--- src/rtl/miss_fill_unit_pkg.sv ---
// Shared types and constants for the dcache miss fill path.
package miss_fill_unit_pkg;

  typedef logic [31:0] word_t;

  typedef enum logic [1:0] {
    IDLE,
    DRAIN,
    READ,
    DONE
  } fill_state_t;

  localparam int BLKWORDS_DEF = 2;
  localparam int BLKOFF_W     = $clog2(BLKWORDS_DEF * 4);

endpackage

--- src/rtl/miss_fill_unit.sv ---
// Services dcache read misses: waits for the write queue, then reads a whole block from memory.
// Optional MISS_BYPASS_EN lets a miss skip the drain when the queue holds nothing for its block.
module miss_fill_unit
  import miss_fill_unit_pkg::*;
#(
  parameter int BLKWORDS = BLKWORDS_DEF
) (
  input  logic                   CLK,
  input  logic                   nRST,
  input  logic                   fill_req,
  input  logic [31:0]            fill_addr,
  output logic                   fill_busy,
  output logic                   fill_ready,
  output logic [32*BLKWORDS-1:0] fill_data,
  input  logic                   wempty,
  input  logic                   wq_hit,
  output logic                   dmissREN,
  output logic                   dREN,
  output logic [31:0]            daddr,
  input  logic [31:0]            dload,
  input  logic                   dwait
);

  localparam int               OFF_W    = $clog2(BLKWORDS) + 2;
  localparam int               CNT_W    = (BLKWORDS > 1) ? $clog2(BLKWORDS) : 1;
  localparam logic [CNT_W-1:0] LAST     = CNT_W'(BLKWORDS - 1);
  localparam word_t            OFF_MASK = word_t'((1 << OFF_W) - 1);

  fill_state_t      state, next_state;
  logic [CNT_W-1:0] cnt;
  word_t            base;
  logic             go_read;

`ifdef MISS_BYPASS_EN
  assign go_read = wempty | ~wq_hit;
`else
  logic unused_wq_hit;
  assign unused_wq_hit = wq_hit;
  assign go_read       = wempty;
`endif

  always_comb begin
    next_state = state;
    fill_busy  = (state != IDLE);
    fill_ready = 1'b0;
    dREN       = 1'b0;
    dmissREN   = 1'b0;
    daddr      = '0;
    unique case (state)
      IDLE:  if (fill_req) next_state = go_read ? READ : DRAIN;
      DRAIN: if (go_read) next_state = READ;
      READ: begin
        dREN     = 1'b1;
        dmissREN = 1'b1;
        daddr    = base + (word_t'(cnt) << 2);
        if (!dwait && cnt == LAST) next_state = DONE;
      end
      DONE: begin
        fill_ready = 1'b1;
        next_state = IDLE;
      end
      default: next_state = IDLE;
    endcase
  end

  // The counter parks on the last word; the next request clears it.
  always_ff @(posedge CLK or negedge nRST) begin
    if (!nRST) begin
      state     <= IDLE;
      cnt       <= '0;
      base      <= '0;
      fill_data <= '0;
    end else begin
      state <= next_state;
      case (state)
        IDLE: begin
          if (fill_req) begin
            base <= fill_addr & ~OFF_MASK;
            cnt  <= '0;
          end
        end
        READ: begin
          if (!dwait) begin
            fill_data[32*cnt +: 32] <= dload;
            if (cnt != LAST) cnt <= cnt + 1'b1;
          end
        end
        default: ;
      endcase
    end
  end

endmodule

--- config.mk ---
export PLATFORM = sky130hd
export DESIGN_NAME = miss_fill_unit
export DESIGN_NICKNAME = d
export VERILOG_FILES = /design/src/rtl/miss_fill_unit_pkg.sv /design/src/rtl/miss_fill_unit.sv
export SDC_FILE = /design/constraint.sdc
export NUM_CORES = 1
export LEC_CHECK = 0
export BUFFER_PORTS_ARGS = -buffer_cell sky130_fd_sc_hd__buf_4
export CAP_MARGIN = 30
export CORE_MARGIN = 8
export CORE_UTILIZATION = 40
export CTS_CLUSTER_DIAMETER = 80
export CTS_CLUSTER_SIZE = 24
export DETAILED_ROUTE_END_ITERATION = 10
export PLACE_DENSITY = 0.8
export SYNTH_ARGS = -nofsm -noshare
export SYNTH_HDL_FRONTEND = slang
export SYNTH_SLANG_ARGS = --single-unit
--- constraint.sdc ---
create_clock -name CLK -period 2.6 [get_ports CLK]
set_input_delay 0.13 -clock CLK [delete_from_list [all_inputs] [get_ports CLK]]
set_output_delay 0.13 -clock CLK [all_outputs]
set_load 0.01 [all_outputs]
==> Flow_metrics.wiki <==
{| class="wikitable"
! Metric !! Value
|-
| Top Ports || 170
|-
| Internal power of the cells || about 0.0047 W
|-
| Kind of capture point of the worst setup path || register
|-
| Final layout net count || about 560
|-
| Critical path required time || 2.84 ns
|-
| Number of rows created at floorplan || 37
|-
| Number of design-rule violations left by the first detailed-router iteration || 71
|-
| Fraction of power spent switching nets || around a third
|-
| Average wire per standard cell || between 15 and 20 um
|-
| Post-CTS sizing || 0
|-
| Number of setup violations in the final report || 0
|-
| Wire length of the first global-routing pass || 16500 um
|-
| Share of layout cells above drive strength 1 || 56.9%
|-
| Worst setup path category || reg2reg
|-
| Number of global-route vias before repair || ~3300
|-
| Register-to-Register Setup Slack || 0.64 ns
|-
| Yosys warnings || 0
|-
| Highest clock rate || 510 MHz
|-
| Final critical-path required period || 1.96 ns
|-
| Max Clock Skew || 0.00790 ns
|-
| Final clock period utilization by the worst path || 75.4%
|-
| Layer with the highest usage after global routing || met2
|-
| Floorplan die height || between 100 and 150 um
|-
| Startpoint of the most critical register-to-register path || state[0]$_DFFE_PN0P_
|-
| Number of routed nets with antenna violations || 0
|-
| Instance count of the mapped netlist || 259
|-
| DRC violation count after routing || 0
|-
| Largest voltage drop on the vdd net || 0.497 mV
|-
| Total standard cell area after synthesis || 4100 sq um
|-
| Max-capacitance violation count || 0
|-
| Clock latency reported for the late side of the worst-skew pair || about 0.35 ns
|-
| Synth cell count leaders || dfrtp_1, mux2_2, and2_1, mux2_4
|-
| Netlist cell types || 22
|-
| Share of total power in combinational logic || 49.3%
|-
| Clock buffers created by TritonCTS || 9
|-
| Floorplan die area || between 10000 and 15000 sq um
|-
| Main flop type after synthesis || dfrtp_1
|-
| Number of cells on the worst hold path || 2
|-
| Initial DRT Pass Iterations || 4
|-
| Total gr overflow || 0
|-
| Asr flop ratio synth || 100%
|-
| Worst-Margin Slew || 0.508 ns
|-
| Worst hold start || fill_addr[21]
|-
| Effective utilization at floorplan || 40.4%
|-
| Power density of the placed cells || 1130 nW/um^2
|-
| Most common cell in the synthesized netlist || dfrtp_1
|-
| Final non-filler cell area || 6190 sq um
|-
| Critical Path AT || 2.20 ns
|-
| Core outline area || 10100 sq um
|-
| Setup repair after global routing missed its margin || no
|-
| Hold Path Class || in2reg
|-
| RD Place Congestion || 0.760
|-
| Clock Path Buffers || 2
|-
| Overall Global Routing Usage || about 16%
|-
| # hold bufs at CTS || 60
|-
| Outcome || complete, no violations
|-
| Library cell occupying the most area in the post-synthesis netlist || dfrtp_1
|-
| Share of synthesized area occupied by flip-flops and latches || between 50% and 60%
|-
| Largest net degree at the start of global routing || 97
|-
| Peak fanout along the critical path || 23
|-
| Syn-to-layout area delta || 51.0%
|-
| Clock Pin Slew Worst Setup and Hold Paths || 0.09 ns
|-
| Post-detail-place hpwl || approximately 7000 um
|-
| TritonCTS clock tree || yes
|-
| Depth of the worst register-to-register path || 6
|-
| Endpoint of the worst hold-timing path || base[21]$_DFFE_PN0P_
|-
| Relative contribution of the clock network to total power || between 10% and 20%
|-
| Flops & latches, synth || 96
|-
| Max-slew violation count || 0
|-
| PortBufs || ~160
|-
| Clk sink count || 96
|-
| Mean post-synth cell area || 15.8 sq um
|-
| Rel. slew slack || 66.1%
|-
| Vias after detailed routing || 2875
|-
| Seq pwr share || between 30% and 40%
|-
| Final wirelength || 10600 um
|-
| Global routing met1 resource utilization || 16.9%
|-
| Initial antenna violation count || 0
|-
| Die X || 117 um
|-
| Leakage || 3.00 nW
|-
| Setup bufs post-CTS || 0
|-
| NetSw || 0.00232 W
|-
| Proportion of netlist area held by the largest area contributor || 58.6%
|-
| Critical path launch point type || register
|-
| H-Tree Level Count || 3
|-
| Most area-consuming cells after synthesis || dfrtp_1, mux2_2, mux2_4, and2_1, ha_1
|-
| Met2 Track Usage GR || 27.9%
|-
| Avg Vias per Cell || roughly 4.6
|-
| Final Hold Vio Count || 0
|-
| Post-placement cell area || 5410 sq um
|-
| Number of enable flip-flop cells after synthesis || 0
|-
| Setup_tns || 0 ns
|-
| Library cell used as clock root buffer || clkbuf_8
|-
| Met3 GRT Util || between 3 and 4%
|-
| Endpoint of the worst register-to-register path || fill_data[15]$_DFFE_PN0P_
|}
-- layout make-up --
class                   count  area, sq um
fillers                   746         3950
diodes                      1         2.50
inverters                   5         18.8
clock inverters             5         32.5
multi-input cells         143         1530
flip-flops and latches     96         2400
clock buffers              11          141
well taps                 136          170
repair buffers            229         1890
-- cells by family (layout without fill, tap and decap cells) --
group,count (synthesis),count (layout),synth area share [%]
buffers and inverters,21,250,4.21
other,1,3,0.0915
flip-flops,96,96,58.6
AND/OR/NAND/NOR,36,36,5.65
multiplexers,98,98,29.5
adder cells (fa/ha/maj),5,5,1.53
AO/OA/AOI/OAI,2,2,0.366
-- cells in the final DEF, fill, tap and decap left out, types with 2 or more instances in the layout --
cell and n:
ha_1 5, clkinvlp_4 3, mux2_4 30, buf_12 2
mux2i_1 5, and2_1 30, clkbuf_8 10, dlygate4sd3_1 60
mux2_2 61, buf_4 167, mux2_1 2, dfrtp_1 96
conb_1 2, inv_1 5, clkinv_2 2
-- power groups by stage --
stage / clock network (W) / logic (W) / registers [W]
after floorplan: 0 / 0.00168 / 0.00285
after global placement: 0 / 0.00333 / 0.00264
after detailed placement: 0 / 0.00342 / 0.00268
after CTS: 0.000924 / 0.00349 / 0.00266
after global routing: 0.000979 / 0.00371 / 0.00277
final: 0.000882 / 0.00346 / 0.00267
-- routing by layer --
layer  part of all wire, %  wire [um]
met1                    37       3880
met2                    54       5700
met5                     0          0
met4                   2.5        263
met3                   7.1        752
-- registers in the layout, summed over array words and instances, names as in the netlist --
signal / count
fill_data: 64
base: 29
cnt: 1
state: 2
-- worst max-delay path by stage --
| stage | start | endpoint | slack (ns) |
|---|---|---|---|
| after floorplan | state[0]$_DFFE_PN0P_ | fill_data[0]$_DFFE_PN0P_ | 0.76 |
| after global placement | state[0]$_DFFE_PN0P_ | fill_data[15]$_DFFE_PN0P_ | 0.68 |
| after detailed placement | state[0]$_DFFE_PN0P_ | fill_data[15]$_DFFE_PN0P_ | 0.64 |
| after CTS | state[0]$_DFFE_PN0P_ | fill_data[15]$_DFFE_PN0P_ | 0.62 |
| after global routing | state[0]$_DFFE_PN0P_ | fill_data[15]$_DFFE_PN0P_ | 0.50 |
| final | state[0]$_DFFE_PN0P_ | fill_data[15]$_DFFE_PN0P_ | 0.64 |
-- critical path, cell delays in order (launching register included) --
cell	delay, ns
dfrtp_1	0.42
inv_1	0.14
ha_1	0.19
and2b_4	0.17
nor2b_4	0.14
buf_4	0.40
mux2_2	0.38
-- per-stage QoR --
stage	total power (W)	worst slack, ns	cells	util [%]	hold WS, ns
6_report	0.00701	0.641	626	61.0	0.0282
5_1_grt	0.00746	0.499	625	61.0	0.00433
4_1_cts	0.00708	0.622	625	61.0	0.000842
3_5_place_dp	0.00610	0.644	549	53.4	0.231
3_3_place_gp	0.00598	0.678	549	53.4	0.222
2_1_floorplan	0.00453	0.763	260	-	-0.166
(Power assumes the default switching activity.)
